===== config.mk =====
export PLATFORM = sky130hd
export DESIGN_NAME = edib_m5m7_clk_sched_flat
export DESIGN_NICKNAME = d
export VERILOG_FILES = /design/src/rtl/edib_m5m7_clk_sched_pkg.sv /design/src/rtl/edib_m5m7_clk_sched_if.sv /design/src/rtl/edib_m5m7_clk_sched_rr_arb2.sv /design/src/rtl/edib_m5m7_clk_sched.sv /design/src/flat_wrapper.sv
export SDC_FILE = /design/constraint.sdc
export NUM_CORES = 1
export LEC_CHECK = 0
export CORE_AREA = 2 2 61 63
export CTS_BUF_LIST = sky130_fd_sc_hd__clkbuf_8 sky130_fd_sc_hd__clkbuf_16
export CTS_CLUSTER_DIAMETER = 100
export DETAILED_ROUTE_END_ITERATION = 8
export DIE_AREA = 0 0 63 65
export PLACE_DENSITY = 0.85
export SKIP_CTS_REPAIR_TIMING = 1
export SLEW_MARGIN = 20
export SYNTH_ARGS = -nofsm -noshare
export SYNTH_HDL_FRONTEND = slang
export SYNTH_SLANG_ARGS = --single-unit

===== constraint.sdc =====
create_clock -name clk_12m_i -period 2.6 [get_ports clk_12m_i]
set_clock_uncertainty 0.2 [all_clocks]
set_input_delay 0.26 -clock clk_12m_i [delete_from_list [all_inputs] [get_ports clk_12m_i]]
set_output_delay 0.26 -clock clk_12m_i [all_outputs]
set_load 0.005 [all_outputs]

===== src/rtl/edib_m5m7_clk_sched_pkg.sv =====
// Shared types and default constants for the EDIB M5/M7
// bit-clock scheduler.
package edib_pkg;

    localparam int EDIB_HALF_DIV = 32;
    localparam int EDIB_GUARD    = 4;
    localparam int EDIB_CNT_W    = 8;

    typedef enum logic [1:0] {
        IDLE = 2'd0,
        RUN  = 2'd1,
        GAP  = 2'd2
    } edib_state_e;

endpackage


===== src/rtl/edib_m5m7_clk_sched_if.sv =====
// Channel-side bundle of the M5/M7 clock scheduler:
// requests/lengths in, grants, bit clock and strobes out.
interface edib_m5m7_clk_sched_if #(
    parameter int CNT_W = edib_pkg::EDIB_CNT_W
);
    logic             req_m5;
    logic             req_m7;
    logic [CNT_W-1:0] len_m5;
    logic [CNT_W-1:0] len_m7;
    logic             gnt_m5;
    logic             gnt_m7;
    logic             sel_m7;
    logic             clk_m5m7;
    logic             bit_rise;
    logic             bit_fall;
    logic             done;
    logic             busy;

    modport master (
        output req_m5, req_m7, len_m5, len_m7,
        input  gnt_m5, gnt_m7, sel_m7, clk_m5m7,
        input  bit_rise, bit_fall, done, busy
    );

    modport slave (
        input  req_m5, req_m7, len_m5, len_m7,
        output gnt_m5, gnt_m7, sel_m7, clk_m5m7,
        output bit_rise, bit_fall, done, busy
    );

endinterface


===== src/rtl/edib_m5m7_clk_sched_rr_arb2.sv =====
// Two-requester round-robin arbiter with a last-served
// pointer; bit 0 = M5, bit 1 = M7.
module edib_rr_arb2 (
    input  logic       clk_i,
    input  logic       rst_ni,
    input  logic [1:0] req_i,
    input  logic       upd_i,
    output logic [1:0] gnt_o
);
    // 1: M7 was served last, so M5 wins the next tie
    logic last_q;
    logic last_d;

    always_comb begin
        gnt_o = req_i;
        if (req_i == 2'b11) begin
            gnt_o = last_q ? 2'b01 : 2'b10;
        end
    end

    always_comb begin
        last_d = last_q;
        if (upd_i && (gnt_o != 2'b00)) begin
            last_d = gnt_o[1];
        end
    end

    always_ff @(posedge clk_i or negedge rst_ni) begin
        if (!rst_ni) begin
            last_q <= 1'b1;
        end else begin
            last_q <= last_d;
        end
    end

endmodule


===== src/rtl/edib_m5m7_clk_sched.sv =====
// EDIB M5/M7 shared bit-clock scheduler: burst grant,
// phase-aligned divided clock, edge strobes and guard gap.
module edib_m5m7_clk_sched
    import edib_pkg::*;
#(
    parameter int HALF_DIV = EDIB_HALF_DIV,
    parameter int CNT_W    = EDIB_CNT_W,
    parameter int GUARD    = EDIB_GUARD
) (
    input logic                  clk_12m_i,
    input logic                  reset_ni,
    edib_m5m7_clk_sched_if.slave bus
);
    localparam int DIV_W = $clog2(HALF_DIV);
    localparam int GAP_N = GUARD * HALF_DIV;
    localparam int GAP_W = (GAP_N > 1) ? $clog2(GAP_N) : 1;
    localparam int GAP_M = (GAP_N > 0) ? GAP_N - 1 : 0;

    localparam logic [DIV_W-1:0] DIV_MAX = DIV_W'(HALF_DIV - 1);
    localparam logic [GAP_W-1:0] GAP_MAX = GAP_W'(GAP_M);
    localparam logic [CNT_W-1:0] REM_ONE = CNT_W'(1);

    edib_state_e      state_q;
    logic [DIV_W-1:0] div_q;
    logic [DIV_W-1:0] div_d;
    logic [CNT_W-1:0] rem_q;
    logic [CNT_W-1:0] rem_d;
    logic [GAP_W-1:0] gap_q;
    logic [GAP_W-1:0] gap_d;
    logic             gnt_m5_q;
    logic             gnt_m7_q;
    logic             sel_q;
    logic             clk_q;
    logic             rise_q;
    logic             fall_q;
    logic             done_q;
    logic             busy_q;

    logic [1:0]       arb_gnt;
    logic             arb_upd;

    assign arb_upd = (state_q == IDLE);
    assign div_d   = div_q + 1'b1;
    assign rem_d   = rem_q - 1'b1;
    assign gap_d   = gap_q + 1'b1;

    edib_rr_arb2 u_arb (
        .clk_i  (clk_12m_i),
        .rst_ni (reset_ni),
        .req_i  ({bus.req_m7, bus.req_m5}),
        .upd_i  (arb_upd),
        .gnt_o  (arb_gnt)
    );

    always_ff @(posedge clk_12m_i or negedge reset_ni) begin
        if (!reset_ni) begin
            state_q  <= IDLE;
            div_q    <= '0;
            rem_q    <= '0;
            gap_q    <= '0;
            gnt_m5_q <= 1'b0;
            gnt_m7_q <= 1'b0;
            sel_q    <= 1'b0;
            clk_q    <= 1'b0;
            rise_q   <= 1'b0;
            fall_q   <= 1'b0;
            done_q   <= 1'b0;
            busy_q   <= 1'b0;
        end else begin
            rise_q <= 1'b0;
            fall_q <= 1'b0;
            done_q <= 1'b0;
            unique case (state_q)
                IDLE: begin
                    if (arb_gnt != 2'b00) begin
                        gnt_m5_q <= arb_gnt[0];
                        gnt_m7_q <= arb_gnt[1];
                        sel_q    <= arb_gnt[1];
                        rem_q    <= arb_gnt[1] ? bus.len_m7
                                               : bus.len_m5;
                        div_q    <= '0;
                        clk_q    <= 1'b0;
                        busy_q   <= 1'b1;
                        state_q  <= RUN;
                    end
                end
                RUN: begin
                    if (rem_q == '0) begin
                        // zero-length burst: one grant cycle, no gap
                        gnt_m5_q <= 1'b0;
                        gnt_m7_q <= 1'b0;
                        done_q   <= 1'b1;
                        busy_q   <= 1'b0;
                        state_q  <= IDLE;
                    end else if (div_q == DIV_MAX) begin
                        div_q <= '0;
                        clk_q <= ~clk_q;
                        if (!clk_q) begin
                            rise_q <= 1'b1;
                        end else begin
                            fall_q <= 1'b1;
                            rem_q  <= rem_d;
                            if (rem_q == REM_ONE) begin
                                gnt_m5_q <= 1'b0;
                                gnt_m7_q <= 1'b0;
                                done_q   <= 1'b1;
                                gap_q    <= '0;
                                busy_q   <= (GAP_N != 0);
                                state_q  <= (GAP_N != 0) ? GAP
                                                         : IDLE;
                            end
                        end
                    end else begin
                        div_q <= div_d;
                    end
                end
                GAP: begin
                    if (gap_q == GAP_MAX) begin
                        busy_q  <= 1'b0;
                        state_q <= IDLE;
                    end else begin
                        gap_q <= gap_d;
                    end
                end
                default: begin
                    busy_q  <= 1'b0;
                    state_q <= IDLE;
                end
            endcase
        end
    end

    assign bus.gnt_m5   = gnt_m5_q;
    assign bus.gnt_m7   = gnt_m7_q;
    assign bus.sel_m7   = sel_q;
    assign bus.clk_m5m7 = clk_q;
    assign bus.bit_rise = rise_q;
    assign bus.bit_fall = fall_q;
    assign bus.done     = done_q;
    assign bus.busy     = busy_q;

endmodule

===== src/flat_wrapper.sv =====
// flat-port wrapper written by rule: the top's interface ports become plain ports
module edib_m5m7_clk_sched_flat import edib_pkg::*;
#(
    parameter int HALF_DIV = EDIB_HALF_DIV,
    parameter int CNT_W    = EDIB_CNT_W,
    parameter int GUARD    = EDIB_GUARD
)
  (clk_12m_i, reset_ni, bus_req_m5, bus_req_m7, bus_len_m5, bus_len_m7, bus_gnt_m5, bus_gnt_m7, bus_sel_m7, bus_clk_m5m7, bus_bit_rise, bus_bit_fall, bus_done, bus_busy);
  edib_m5m7_clk_sched_if #(.CNT_W(CNT_W)) bus_i ();
  input logic clk_12m_i;
  input logic reset_ni;
  input wire logic [$bits(bus_i.req_m5)-1:0] bus_req_m5;
  input wire logic [$bits(bus_i.req_m7)-1:0] bus_req_m7;
  input wire logic [$bits(bus_i.len_m5)-1:0] bus_len_m5;
  input wire logic [$bits(bus_i.len_m7)-1:0] bus_len_m7;
  output wire logic [$bits(bus_i.gnt_m5)-1:0] bus_gnt_m5;
  output wire logic [$bits(bus_i.gnt_m7)-1:0] bus_gnt_m7;
  output wire logic [$bits(bus_i.sel_m7)-1:0] bus_sel_m7;
  output wire logic [$bits(bus_i.clk_m5m7)-1:0] bus_clk_m5m7;
  output wire logic [$bits(bus_i.bit_rise)-1:0] bus_bit_rise;
  output wire logic [$bits(bus_i.bit_fall)-1:0] bus_bit_fall;
  output wire logic [$bits(bus_i.done)-1:0] bus_done;
  output wire logic [$bits(bus_i.busy)-1:0] bus_busy;
  assign bus_i.req_m5 = bus_req_m5;
  assign bus_i.req_m7 = bus_req_m7;
  assign bus_i.len_m5 = bus_len_m5;
  assign bus_i.len_m7 = bus_len_m7;
  assign bus_gnt_m5 = bus_i.gnt_m5;
  assign bus_gnt_m7 = bus_i.gnt_m7;
  assign bus_sel_m7 = bus_i.sel_m7;
  assign bus_clk_m5m7 = bus_i.clk_m5m7;
  assign bus_bit_rise = bus_i.bit_rise;
  assign bus_bit_fall = bus_i.bit_fall;
  assign bus_done = bus_i.done;
  assign bus_busy = bus_i.busy;
  edib_m5m7_clk_sched #(.HALF_DIV(HALF_DIV), .CNT_W(CNT_W), .GUARD(GUARD)) u_core (.clk_12m_i(clk_12m_i), .reset_ni(reset_ni), .bus(bus_i));
endmodule

Yosys cells after proc, flatten, opt, wreduce, memory -nomap -nowiden
Index checks and enable logic that the tools add are counted.
{"block": "classes", "n_addsub": 3, "eq_ne": 16, "reduce_logical": 13, "bitwise_logic": 1, "muxes": 57}
{"operator": "$mux W8", "n": 5}
{"operator": "$mux W7", "n": 5}
{"operator": "$mux W1", "n": 28}
{"operator": "$mux W2", "n": 8}
{"operator": "$pmux W8 S2", "n": 1}
{"operator": "$mux W5", "n": 3}
{"operator": "$reduce_and A5 Y1", "n": 3}
{"operator": "$pmux W7 S2", "n": 1}
{"operator": "$ne A2 B1 Y1 const B", "n": 5}
{"operator": "$pmux W5 S2", "n": 1}
{"operator": "$ne A3 B1 Y1 const B", "n": 3}
{"operator": "$eq A8 B1 Y1 const B", "n": 1}
{"operator": "$logic_not A8 Y1", "n": 1}
{"operator": "$sub A8 B1 Y8 const B", "n": 1}
{"operator": "$add A7 B1 Y7 const B", "n": 1}
{"operator": "$eq A7 B7 Y1 const B", "n": 1}
{"operator": "$pmux W1 S2", "n": 3}
{"operator": "$pmux W2 S3", "n": 1}
{"operator": "$reduce_and A6 Y1", "n": 1}
{"operator": "$reduce_bool A2 Y1", "n": 3}
{"operator": "$add A5 B1 Y5 const B", "n": 1}
{"operator": "$eq A5 B5 Y1 const B", "n": 1}
{"operator": "$eq A2 B2 Y1 const B", "n": 2}
{"operator": "$ne A2 B2 Y1 const B", "n": 2}
{"operator": "other kinds (8)", "n": 8}
{"block": "totals", "out_inout_bits": 8, "wordCells": 103, "register_bits": 31}

Longest topological paths before layout
Gate-level depths: netlist (run 1).
{"block": "depth", "depth_word": 6, "ltp_mapped": 8}

Cells and area by module
A second synthesis (run 1) with hierarchy kept.
{"block": "hier_totals", "hier_cells": 200, "hier_area_um2": 1858.0}
{"module": "edib_m5m7_clk_sched", "area_each_um2": 1801.7, "instances": 1, "cells_each": 194, "seq_area_each_um2": 750.7}
{"module": "edib_rr_arb2", "area_each_um2": 56.3, "instances": 1, "cells_each": 6, "seq_area_each_um2": 26.3}

Worst setup path after synthesis (run 1)
OpenSTA, ideal clock, no wires.
{"block": "synth_timing", "path_type": "register -> register", "from": "reg u_core.div_q[0]", "to": "reg u_core.rem_q[1]", "n_path_buf": 1, "t_required_ns": 2.321, "arrival_time_ns": 1.819, "slack_ns": 0.502, "synth_period_minus_slack_ns": 2.098, "path_stages_with_launch": 9, "path_cell_list": "dfrtp_1 -> ha_1 -> and3_1 -> ha_1 -> nand2_1 -> a211oi_2 -> and2_1 -> buf_6 -> mux2i_1"}
{"block": "synth_via", "elab_chain_cells": 3}
{"item": "start, declared", "line": "edib_m5m7_clk_sched.sv:24", "rtl": "logic [DIV_W-1:0] div_q;"}
{"item": "start signal, assigned", "line": "edib_m5m7_clk_sched.sv:114", "rtl": "div_q <= div_d;"}
{"item": "$eq A5 B5 Y1", "line": "edib_m5m7_clk_sched.sv:95", "rtl": "end else if (div_q == DIV_MAX) begin"}
{"item": "$ne A2 B1 Y1 (no line)"}
{"item": "$reduce_and A5 Y1 (no line)"}
{"item": "end signal, assigned", "line": "edib_m5m7_clk_sched.sv:79", "rtl": "rem_q <= arb_gnt[1] ? bus.len_m7"}
{"item": "end signal, assigned", "line": "edib_m5m7_clk_sched.sv:102", "rtl": "rem_q <= rem_d;"}
{"item": "end, declared", "line": "edib_m5m7_clk_sched.sv:26", "rtl": "logic [CNT_W-1:0] rem_q;"}
No other way between the ends.
A chain may end at the register's enable or synchronous reset.

Worst setup path in the final report (run 1)
{"block": "layout_timing", "from": "reg u_core.div_q[0]", "to": "reg u_core.rem_q[3]"}
Same word-level chain as after synthesis.

==> metrics.yaml, run 1 <==
cells_and_area:
  synthToLayoutAreaGrowth_pct: 26.8
  final_util_pct: 64.0
  multi_input_area_um2: 900
  diodes: 0
  register_area_um2: 777
  fin_nets: 244
  fillCellCount: 300
  drive_above_1_share_pct: 14.5
timing:
  hold_viol: 0
  clock.fmax_ghz: 0.440
  tns_ns: 0
  maxSlewHeadroom_pct: 63.4
  tightestPinTransition_ns: 0.549
  rsz0062_at_grt: "false"
  finalSetupViolations: 0
  finalMaxSlewViolations: 0
  period_needed_ns: 2.27
  finalCritPeriodShare_pct: 87.3
worst_setup_path:
  rrSetupSlack_ns: 0.33
  critical_path_depth: 7
  r2r-start: "u_core.div_q[0]"
  worstPathRequired_ns: 2.61
  path_buf_inv: 0
  worstSetupEndpointType: "flop"
  slowest_stage: "dfrtp_1"
  r2r-end: "u_core.rem_q[3]"
  arrival_ns: 2.28
  max_stage_delay_ns: 0.38
  cp-start-kind: "flop"
  critical_path.top_delay_family: "simple AND/OR/NAND/NOR gates"
  worst_r2r_path_depth: 7
  worstPathCellList: "ha_1 -> and3_1 -> ha_1 -> nand2_1 -> a211oi_2 -> and2_1 -> a32o_1"
  cp-startpoint: "u_core.div_q[0]"
  worst-setup-path-type: "reg2reg"
  crit_fanout: 8
  crit_top_cell: "ha_1"
synth:
  synth-edff-count: 0
  async_reset_ff_share_pct: 100
  yosysSeqAreaShare_pct: 44.0
  synth_cell_types: 48
  synth_warnings: 0
  synth_top_cell_by_area: "dfrtp_1"
  yosys-top-cells-count: "30 x dfrtp_1, 16 x nand2_1, 14 x inv_1"
  yosysMostFrequentCell: "dfrtp_1"
  netlist_area_um2: 1760
  synthCells: 184
  syn_nets: 209
  synthFlopType: "dfrtp_1"
  avgSynthCellArea_um2: 9.59
  synth_top_area_share_pct: 42.6
  ys_top_cells_by_area: "dfrtp_1 43%, mux2_2 3.8%, o21ai_0 3.7%"
  ys_ff_latch: 31
floorplanning:
  die-area_um2: 4100
  die_y_um: 65
  coreArea_um2: 3500
  num_rows: 22
  io_pins: 28
  die_width_um: 63
  start_util_pct: 50.5
clock_tree:
  numClockSinks: 31
  htree_levels: 2
  cts.reportedPaths.clkPinSlew_ns: 0.07
  clockBufferDepth: 2
  cts_root_buffer: "clkbuf_8"
  cts_buffers: 5
  cts_tree: "yes"
  clk_latency_ns: 0.28
placed_design:
  io_buffer_count: 27
  routabilityCongestion: 0.847
  dp_hpwl_um: 2600
min_path:
  hold_class: "in2async"
global_routing:
  grtUsageTotal_pct: 19.9
  grt_max_degree: 32
  antenna_found_initial: 0
  grt_pass1_wl_um: 6370
  grt-ovfl-total: 0
  grt_pass1_vias: 1440
routing:
  drtIter0Drc: 91
  drt-total-wl_um: 3540
  drt_pass1_iterations: 5
  vias_per_cell: 5.57
  ant_nets: 0
  route.detailed.drc: 0
  wl_per_cell_um: 13.2
  vias: 1493
outcome:
  status: "completed"
run:
  max_cap_violations: 0
pwr:
  p_per_area_nw_per_um2: 919
  peakVddDrop_mv: 0.537
  leakage_nw: 0.978
==> logic make-up after synthesis <==
kind of cell | count (synthesis) | share of synthesized area [%]
flops | 31 | 44.0
compound gates | 55 | 21.1
mux | 11 | 6.67
buf+inv | 21 | 4.96
simple gates | 61 | 19.7
fa+ha+maj | 5 | 3.55
==> worst reg2reg max path, stage by stage, from the launching register on <==
cell,delay [ns]
dfrtp_1,0.38
ha_1,0.20
and3_1,0.17
ha_1,0.22
nand2_1,0.08
a211oi_2,0.34
and2_1,0.38
a32o_1,0.23
==> report_power, final <==
part / leakage [nW] / internal, mW / switching [mW] / total, mW
clock: 0.0612 / 0.310 / 0.176 / 0.486
combinational: 0.521 / 0.389 / 0.381 / 0.770
sequential: 0.396 / 0.637 / 0.164 / 0.801
==> worst max path at each step <==
stage	slack [ns]	to
floorplan	0.50	u_core.rem_q[1]
global placement	0.41	u_core.rem_q[1]
detailed placement	0.38	u_core.rem_q[3]
CTS	0.34	u_core.rem_q[1]
global route	0.19	u_core.rem_q[3]
finish	0.33	u_core.rem_q[3]
==> per-layer routing <==
metal  vias to the layer above  wire length (µm)  track usage [%]
li1                        744                 -                -
met1                       712              1570             24.2
met2                        33              1790             33.5
met3                         4               140             5.21
met4                         0                36             8.06
met5                         -                 0                0
==> stage by stage <==
stage	power [mW]	cell area, µm²	hold slack, ns	cells	setup slack (ns)
6_report	2.06	2240	0.171	268	0.330
5_1_grt	2.22	2240	0.208	268	0.193
4_1_cts	2.07	2240	0.180	268	0.343
3_5_place_dp	1.57	2120	0.269	260	0.379
3_3_place_gp	1.54	2120	0.257	260	0.412
2_1_floorplan	1.30	1760	-0.236	184	0.502
==> flip-flops by register name (all words and copies together) (netlist names), 2 cells and up <==
name and count:
u_core.state_q 2, u_core.rem_q 8, u_core.gap_q 7, u_core.div_q 5
==> cells in the final DEF, fill, tap and decap left out, drive strengths merged, types with 4 or more instances in the layout <==
master / count
mux2: 6
mux2i: 5
nor2: 8
a31oi: 6
nand2b: 5
nand3: 11
dfrtp: 30
a21oi: 10
and3: 4
clkdlybuf4s50: 27
inv: 14
nand2: 16
o21ai: 14
buf: 8
clkbuf: 6
ha: 5
==> final cells by class <==
cell class	count	share of cell area [%]
clock buffers	6	3.69
repair buffers	35	14.8
inverters	14	2.35
multi-input cells	132	40.2
flip-flops and latches	31	34.7
well taps	48	2.68
clock inverters	2	1.57
Power figures use the tool's default switching activity.
==> run 2: changes to the inputs <==
--- a/config.mk
+++ b/config.mk
@@ -5,6 +5,7 @@
 export SDC_FILE = /design/constraint.sdc
 export NUM_CORES = 1
 export LEC_CHECK = 0
+export ABC_CLOCK_PERIOD_IN_PS = 2600
 export CORE_AREA = 2 2 61 63
 export CTS_BUF_LIST = sky130_fd_sc_hd__clkbuf_8 sky130_fd_sc_hd__clkbuf_16
 export CTS_CLUSTER_DIAMETER = 100
==> results of run 2 <==
No change in the layout: final DEF, timing and power equal those of run 1.
